<file path="config.mk">
export PLATFORM = sky130hd
export DESIGN_NAME = id_ex_operand_stage
export DESIGN_NICKNAME = d
export VERILOG_FILES = /design/src/rtl/cpu_pkg.sv /design/src/rtl/fwd_mux.sv /design/src/rtl/id_ex_operand_stage.sv
export SDC_FILE = /design/constraint.sdc
export NUM_CORES = 1
export LEC_CHECK = 0
export ABC_AREA = 1
export CAP_MARGIN = 25
export CORE_UTILIZATION = 40
export DETAILED_ROUTE_END_ITERATION = 7
export PLACE_DENSITY = 0.78
export SLEW_MARGIN = 20
export SYNTH_ARGS = -nofsm -noshare
export SYNTH_HDL_FRONTEND = slang
export SYNTH_SLANG_ARGS = --single-unit
</file>
<file path="constraint.sdc">
create_clock -name clk -period 2.1 [get_ports clk]
set_input_delay 0.42 -clock clk [delete_from_list [all_inputs] [get_ports clk]]
set_output_delay 0.42 -clock clk [all_outputs]
set_load 0.02 [all_outputs]
</file>
<file path="src/rtl/cpu_pkg.sv">
`default_nettype none
// ============================================================================
// Package   : cpu_pkg
// Purpose   : Shared ALU opcodes, operand-select encodings and datapath width.
// Revision  : 1.0
// ============================================================================
package cpu_pkg;

    localparam int XLEN = 32;

    localparam logic [3:0] ALU_ADD  = 4'b0000;
    localparam logic [3:0] ALU_SUB  = 4'b0001;
    localparam logic [3:0] ALU_AND  = 4'b0010;
    localparam logic [3:0] ALU_OR   = 4'b0011;
    localparam logic [3:0] ALU_XOR  = 4'b0100;
    localparam logic [3:0] ALU_SLL  = 4'b0101;
    localparam logic [3:0] ALU_SRL  = 4'b0110;
    localparam logic [3:0] ALU_SRA  = 4'b0111;
    localparam logic [3:0] ALU_SLT  = 4'b1000;
    localparam logic [3:0] ALU_SLTU = 4'b1001;
    localparam logic [3:0] ALU_BEQ  = 4'b1010;
    localparam logic [3:0] ALU_BNE  = 4'b1011;
    localparam logic [3:0] ALU_BLT  = 4'b1100;
    localparam logic [3:0] ALU_BLTU = 4'b1101;
    localparam logic [3:0] ALU_BGE  = 4'b1110;
    localparam logic [3:0] ALU_BGEU = 4'b1111;

    localparam logic [1:0] A_RS1  = 2'd0;
    localparam logic [1:0] A_PC   = 2'd1;
    localparam logic [1:0] A_ZERO = 2'd2;

    localparam logic [1:0] B_RS2  = 2'd0;
    localparam logic [1:0] B_IMM  = 2'd1;
    localparam logic [1:0] B_FOUR = 2'd2;

endpackage
`default_nettype wire

</file>
<file path="src/rtl/fwd_mux.sv">
`default_nettype none
// ============================================================================
// Module    : fwd_mux
// Purpose   : Per-source operand forwarding selector (EX over MEM over regfile).
// Revision  : 1.0
// ============================================================================
module fwd_mux #(
    parameter int XLEN   = 32,
    parameter int REG_AW = 5
) (
    input  logic [REG_AW-1:0] i_rs_addr,
    input  logic [XLEN-1:0]   i_rf_data,
    input  logic              i_ex_valid,
    input  logic              i_ex_reg_write,
    input  logic              i_ex_mem_read,
    input  logic [REG_AW-1:0] i_ex_rd_addr,
    input  logic [XLEN-1:0]   i_ex_result,
    input  logic              i_mem_reg_write,
    input  logic [REG_AW-1:0] i_mem_rd_addr,
    input  logic [XLEN-1:0]   i_mem_result,
    output logic [XLEN-1:0]   o_data,
    output logic              o_ex_load_hit
);

    logic w_ex_addr_hit;
    logic w_ex_fwd;
    logic w_mem_fwd;

    // x0 is hard-wired zero, so a write aimed at it never matches a source.
    assign w_ex_addr_hit = i_ex_valid && (i_ex_rd_addr != '0) && (i_ex_rd_addr == i_rs_addr);
    assign w_ex_fwd      = w_ex_addr_hit && i_ex_reg_write && !i_ex_mem_read;
    assign w_mem_fwd     = i_mem_reg_write && (i_mem_rd_addr != '0) && (i_mem_rd_addr == i_rs_addr);
    assign o_ex_load_hit = w_ex_addr_hit && i_ex_mem_read;

    always_comb begin
        o_data = i_rf_data;
        if (w_ex_fwd) begin
            o_data = i_ex_result;
        end else if (w_mem_fwd) begin
            o_data = i_mem_result;
        end
    end

endmodule
`default_nettype wire

</file>
<file path="src/rtl/id_ex_operand_stage.sv">
`default_nettype none
// ============================================================================
// Module    : id_ex_operand_stage
// Purpose   : ID/EX register feeding the ALU with forwarding and load-use stall.
// Revision  : 1.0
// ============================================================================
module id_ex_operand_stage #(
    parameter int XLEN   = cpu_pkg::XLEN,
    parameter int REG_AW = 5
) (
    input  logic              clk,
    input  logic              rst_n,
    input  logic              id_valid,
    input  logic [3:0]        id_alu_op,
    input  logic [REG_AW-1:0] id_rs1_addr,
    input  logic [REG_AW-1:0] id_rs2_addr,
    input  logic [XLEN-1:0]   id_rs1_data,
    input  logic [XLEN-1:0]   id_rs2_data,
    input  logic [XLEN-1:0]   id_imm,
    input  logic [XLEN-1:0]   id_pc,
    input  logic [1:0]        id_a_sel,
    input  logic [1:0]        id_b_sel,
    input  logic [REG_AW-1:0] id_rd_addr,
    input  logic              id_reg_write,
    input  logic              id_mem_read,
    input  logic              id_mem_write,
    input  logic              id_is_branch,
    input  logic [XLEN-1:0]   ex_result,
    input  logic [REG_AW-1:0] mem_rd_addr,
    input  logic              mem_reg_write,
    input  logic [XLEN-1:0]   mem_result,
    input  logic              flush,
    input  logic              hold,
    output logic              stall_id,
    output logic              ex_valid,
    output logic [3:0]        ALUop,
    output logic [XLEN-1:0]   A,
    output logic [XLEN-1:0]   B,
    output logic [XLEN-1:0]   ex_store_data,
    output logic [REG_AW-1:0] ex_rd_addr,
    output logic              ex_reg_write,
    output logic              ex_mem_read,
    output logic              ex_mem_write,
    output logic              ex_is_branch
);

    logic              r_ex_valid;
    logic [3:0]        r_alu_op;
    logic [XLEN-1:0]   r_a;
    logic [XLEN-1:0]   r_b;
    logic [XLEN-1:0]   r_store_data;
    logic [REG_AW-1:0] r_rd_addr;
    logic              r_reg_write;
    logic              r_mem_read;
    logic              r_mem_write;
    logic              r_is_branch;

    logic [XLEN-1:0]   w_rs1_fwd;
    logic [XLEN-1:0]   w_rs2_fwd;
    logic              w_rs1_ld_hit;
    logic              w_rs2_ld_hit;
    logic              w_rs1_used;
    logic              w_rs2_used;
    logic              w_load_use;
    logic              w_update;
    logic              w_capture;
    logic [XLEN-1:0]   w_a_next;
    logic [XLEN-1:0]   w_b_next;

    fwd_mux #(.XLEN(XLEN), .REG_AW(REG_AW)) u_fwd_rs1 (
        .i_rs_addr       (id_rs1_addr),
        .i_rf_data       (id_rs1_data),
        .i_ex_valid      (r_ex_valid),
        .i_ex_reg_write  (r_reg_write),
        .i_ex_mem_read   (r_mem_read),
        .i_ex_rd_addr    (r_rd_addr),
        .i_ex_result     (ex_result),
        .i_mem_reg_write (mem_reg_write),
        .i_mem_rd_addr   (mem_rd_addr),
        .i_mem_result    (mem_result),
        .o_data          (w_rs1_fwd),
        .o_ex_load_hit   (w_rs1_ld_hit)
    );

    fwd_mux #(.XLEN(XLEN), .REG_AW(REG_AW)) u_fwd_rs2 (
        .i_rs_addr       (id_rs2_addr),
        .i_rf_data       (id_rs2_data),
        .i_ex_valid      (r_ex_valid),
        .i_ex_reg_write  (r_reg_write),
        .i_ex_mem_read   (r_mem_read),
        .i_ex_rd_addr    (r_rd_addr),
        .i_ex_result     (ex_result),
        .i_mem_reg_write (mem_reg_write),
        .i_mem_rd_addr   (mem_rd_addr),
        .i_mem_result    (mem_result),
        .o_data          (w_rs2_fwd),
        .o_ex_load_hit   (w_rs2_ld_hit)
    );

    // Stores and branches consume rs2 even when B is sourced elsewhere.
    assign w_rs1_used = (id_a_sel == cpu_pkg::A_RS1);
    assign w_rs2_used = (id_b_sel == cpu_pkg::B_RS2) || id_mem_write || id_is_branch;
    assign w_load_use = id_valid && ((w_rs1_used && w_rs1_ld_hit) || (w_rs2_used && w_rs2_ld_hit));
    assign stall_id   = w_load_use && !flush && !hold;

    // flush overrides hold; otherwise hold freezes the register.
    assign w_update  = flush || !hold;
    assign w_capture = !flush && !hold && !w_load_use && id_valid;

    always_comb begin
        w_a_next = '0;
        case (id_a_sel)
            cpu_pkg::A_RS1: w_a_next = w_rs1_fwd;
            cpu_pkg::A_PC:  w_a_next = id_pc;
            default:        w_a_next = '0;
        endcase
    end

    always_comb begin
        w_b_next = '0;
        case (id_b_sel)
            cpu_pkg::B_RS2:  w_b_next = w_rs2_fwd;
            cpu_pkg::B_IMM:  w_b_next = id_imm;
            cpu_pkg::B_FOUR: w_b_next = XLEN'(4);
            default:         w_b_next = '0;
        endcase
    end

    always_ff @(posedge clk or negedge rst_n) begin
        if (!rst_n) begin
            r_ex_valid   <= 1'b0;
            r_alu_op     <= '0;
            r_a          <= '0;
            r_b          <= '0;
            r_store_data <= '0;
            r_rd_addr    <= '0;
            r_reg_write  <= 1'b0;
            r_mem_read   <= 1'b0;
            r_mem_write  <= 1'b0;
            r_is_branch  <= 1'b0;
        end else if (w_update) begin
            // Any non-capture update loads the all-zero bubble.
            r_ex_valid   <= w_capture;
            r_alu_op     <= w_capture ? id_alu_op    : 4'b0000;
            r_a          <= w_capture ? w_a_next     : '0;
            r_b          <= w_capture ? w_b_next     : '0;
            r_store_data <= w_capture ? w_rs2_fwd    : '0;
            r_rd_addr    <= w_capture ? id_rd_addr   : '0;
            r_reg_write  <= w_capture && id_reg_write;
            r_mem_read   <= w_capture && id_mem_read;
            r_mem_write  <= w_capture && id_mem_write;
            r_is_branch  <= w_capture && id_is_branch;
        end
    end

    assign ex_valid      = r_ex_valid;
    assign ALUop         = r_alu_op;
    assign A             = r_a;
    assign B             = r_b;
    assign ex_store_data = r_store_data;
    assign ex_rd_addr    = r_rd_addr;
    assign ex_reg_write  = r_reg_write;
    assign ex_mem_read   = r_mem_read;
    assign ex_mem_write  = r_mem_write;
    assign ex_is_branch  = r_is_branch;

endmodule
`default_nettype wire

</file>
==> results of run 1 <==
## cell usage in the layout (no fill, tap or decap), drive strengths merged
cell type      count
clkdlybuf4s50    329
dfrtp            110
nand3            166
or2                1
clkbuf            13
nand4             49
xnor2              7
nor3b              1
nand3b             4
dlygate4sd3        1
dlygate4sd2        5
dlymetal6s2s       3
buf               77
nand2            528
inv              111
nor2              89
o21ai             36
a21oi              1
clkinv             3
xor2               8
clkinvlp           2
## metal layers
| metal | global-route usage | routed length (µm) | up-vias | share of wire |
|---|---|---|---|---|
| li1 | - | - | 4416 | - |
| met1 | 0.456 | 13700 | 4217 | 0.43 |
| met2 | 0.487 | 14500 | 452 | 0.45 |
| met3 | 0.0541 | 2430 | 70 | 0.076 |
| met4 | 0.159 | 1210 | 0 | 0.038 |
| met5 | 0 | 0 | - | 0 |
## repair_timing
item                                   CTS  global route
setup endpoints to repair                4           105
gates resized for setup                 18            90
hold buffers                             1             0
setup buffers                            8             4
endpoints found under the hold margin   26             0
pin swaps                                7            26
cloned                                   0             6
## final cells by class
type	count	area (µm²)	share of cell area
Timing Repair Buffer	419	4330	0.355
Multi-Input combinational cell	890	4110	0.337
Sequential cell	110	2760	0.226
Inverter	110	425	0.0349
Tap cell	229	287	0.0235
Clock buffer	9	225	0.0185
Clock inverter	6	55.1	0.00452
## report_power, final
| part | total, mW | leakage (nW) | switching, mW | internal [mW] |
|---|---|---|---|---|
| Sequential | 2.23 | 1.51 | 0.0465 | 2.18 |
| Combinational | 1.55 | 4.50 | 0.779 | 0.775 |
| Clock | 1.70 | 0.132 | 0.881 | 0.822 |
## stage by stage
step,hold WS [ns],worst slack (ns),instances
after floorplan,0.124,0.142,1185
after global placement,0.370,-0.553,1739
after detailed placement,0.369,-0.547,1739
after CTS,0.484,-0.00756,1763
after global routing,0.509,-0.184,1773
final,0.479,-0.0751,1773
## registers in the layout (all words and copies together), names as in the netlist
signal         flops
A                 32
ex_mem_read        1
ex_reg_write       1
ALUop              4
ex_store_data     32
ex_rd_addr         5
B                 32
ex_mem_write       1
ex_valid           1
ex_is_branch       1
## worst min-delay path, delay by kind of cell (launching register included)
family,cells,cell delay [ns]
simple gates,2,0.10
flops,1,0.34
## final timing paths
path | startpoint | end | slack, ns | depth (start not counted)
min | ALUop[0] | ALUop[0] | 0.48 | 2
max in group asynchronous | rst_n | A[22] | 0.99 | 3
min in group asynchronous | rst_n | B[4] | 0.51 | 2
max reg2reg | ex_rd_addr[0] | B[13] | -0.03 | 12
max | ex_rd_addr[3] | stall_id | -0.08 | 8
min reg2reg | ALUop[0] | ALUop[0] | 0.48 | 2
## cell families (layout without fill, tap and decap cells)
kind of cell	Yosys count	count (layout)	synth area share
and+or+nand+nor	838	838	0.480
AOI/OAI and AO/OA	37	37	0.0252
buffers and inverters	185	544	0.102
DFF	110	110	0.375
xor gates and xnor gates	15	15	0.0179
==> flow_summary.toml, run 1 <==
[job]
max_cap_viol_count = 0

[critical_path]
cp_top_family = "simple AND/OR/NAND/NOR gates"
critPathLaunchType = "register"
cpMostUsedCell = "nand2_2"
end_kind = "output pin"
crit_arrival_ns = 1.76
path_class = "reg -> out"
critPathMaxFanout = 5
worst-path-buf-inv = 2
required_ns = 1.68
path_cells = "inv_2 > nand2_2 > nand2_2 > nand3_2 > nor2_4 > nand4_1 > a21oi_2 > buf_6"
crit_slowest_cell = "dfrtp_2"
max_stage_delay_ns = 0.45

[cts]
cts_tree = "done"
cts_sinks = 110
cts_buffer_depth = 2
clk_transition_reported_paths_ns = 0.08
worstSkewPairLatency_ns = 0.36
cts_root_buffer = "clkbuf_16"
cts_buffers = 9
htree_levels = 3

[worst_hold_path]
min_path_type = "reg -> reg"

[finish]
drive_gt1_frac = 0.108
final_nets = 1770
design_area_mm2 = 0.0122
antenna_cells = 0
utilization = 0.678
area_growth_pct = 66.0
fill_cells = 1584

[sta]
hold_violations = 0
tns_ns = -0.201
fmax_ghz = 0.460
setup_viol = 13
tightest_slew_ns = 0.445
fin_skew_ns = 0.00774
fin_crit_ns = 2.18
rsz0062_at_grt = "yes"
slew_headroom = 0.704
slew_viol_final = 0
fin_crit_sh = 1.04
layout_setup_ws_ns = -0.0751

[power_and_ir_drop]
power_density_mw_per_mm2 = 450
vdd_drop_max_mv = 0.402
fin_total_pwr_mw = 5.49
p_leak_nw = 6.14

[routing]
ant_nets = 0
drc = 0
first_pass_iters = 6
num_vias = 9155
routed_wirelength_um = 31800
post_drt_wl_per_cell_um = 17.9
drt_iter0_markers = 786
viasPerCell = 5.16

[yosys]
synth_seq_cells = 110
syn_area_mm2 = 0.00734
async_flop_share = 1.00
yosys.area.top_type = "dfrtp_1"
syn-num-nets = 1415
synth_top_area_frac = 0.375
postSynthCellCount = 1185
ys_warn_count = 0
synth.most_common_cell = "nand2_1"
syn_area_per_cell_um2 = 6.19
synth_edf_count = 0
synth.top_cells.by_count = "nand2_1 (527), nand3_1 (165), dfrtp_1 (110), inv_1 (109), nor2_1 (86)"
synth-main-ff-cell = "dfrtp_1"
ys_types = 23
yosysSeqAreaShare = 0.375
synth_area_leaders = "dfrtp_1 (38%), nand2_1 (27%), nand3_1 (11%)"

[global_routing]
grt_first_pass_wirelength_um = 45900
grt_max_degree = 50
grt.overflow.total = 0
antenna_found_initial = 0
grt_pass1_vias = 8239
grt_use_total = 0.327

[placed_design]
gp_congestion = 1.00
place_area_mm2 = 0.0114
hpwl_um = 23900
port_buffers = 340

[die]
fp.dieH_um = 137
die_width_um = 137
core_area_mm2 = 0.0180
start_util = 0.409
die-area_mm2 = 0.0189
rows = 49
num_io_pins = 341

[run_status]
violations = "negative setup slack"
outcome = "finished with violations"
Note: power is estimated with default switching activity, not from simulation.
==> run 2: changes to the inputs <==
--- a/config.mk
+++ b/config.mk
@@ -8,6 +8,7 @@
 export ABC_AREA = 1
 export CAP_MARGIN = 25
 export CORE_UTILIZATION = 40
+export CTS_CLUSTER_SIZE = 12
 export DETAILED_ROUTE_END_ITERATION = 7
 export PLACE_DENSITY = 0.78
 export SLEW_MARGIN = 20
==> results of run 2 <==
The final DEF is identical to that of run 1; final timing and power are the same.
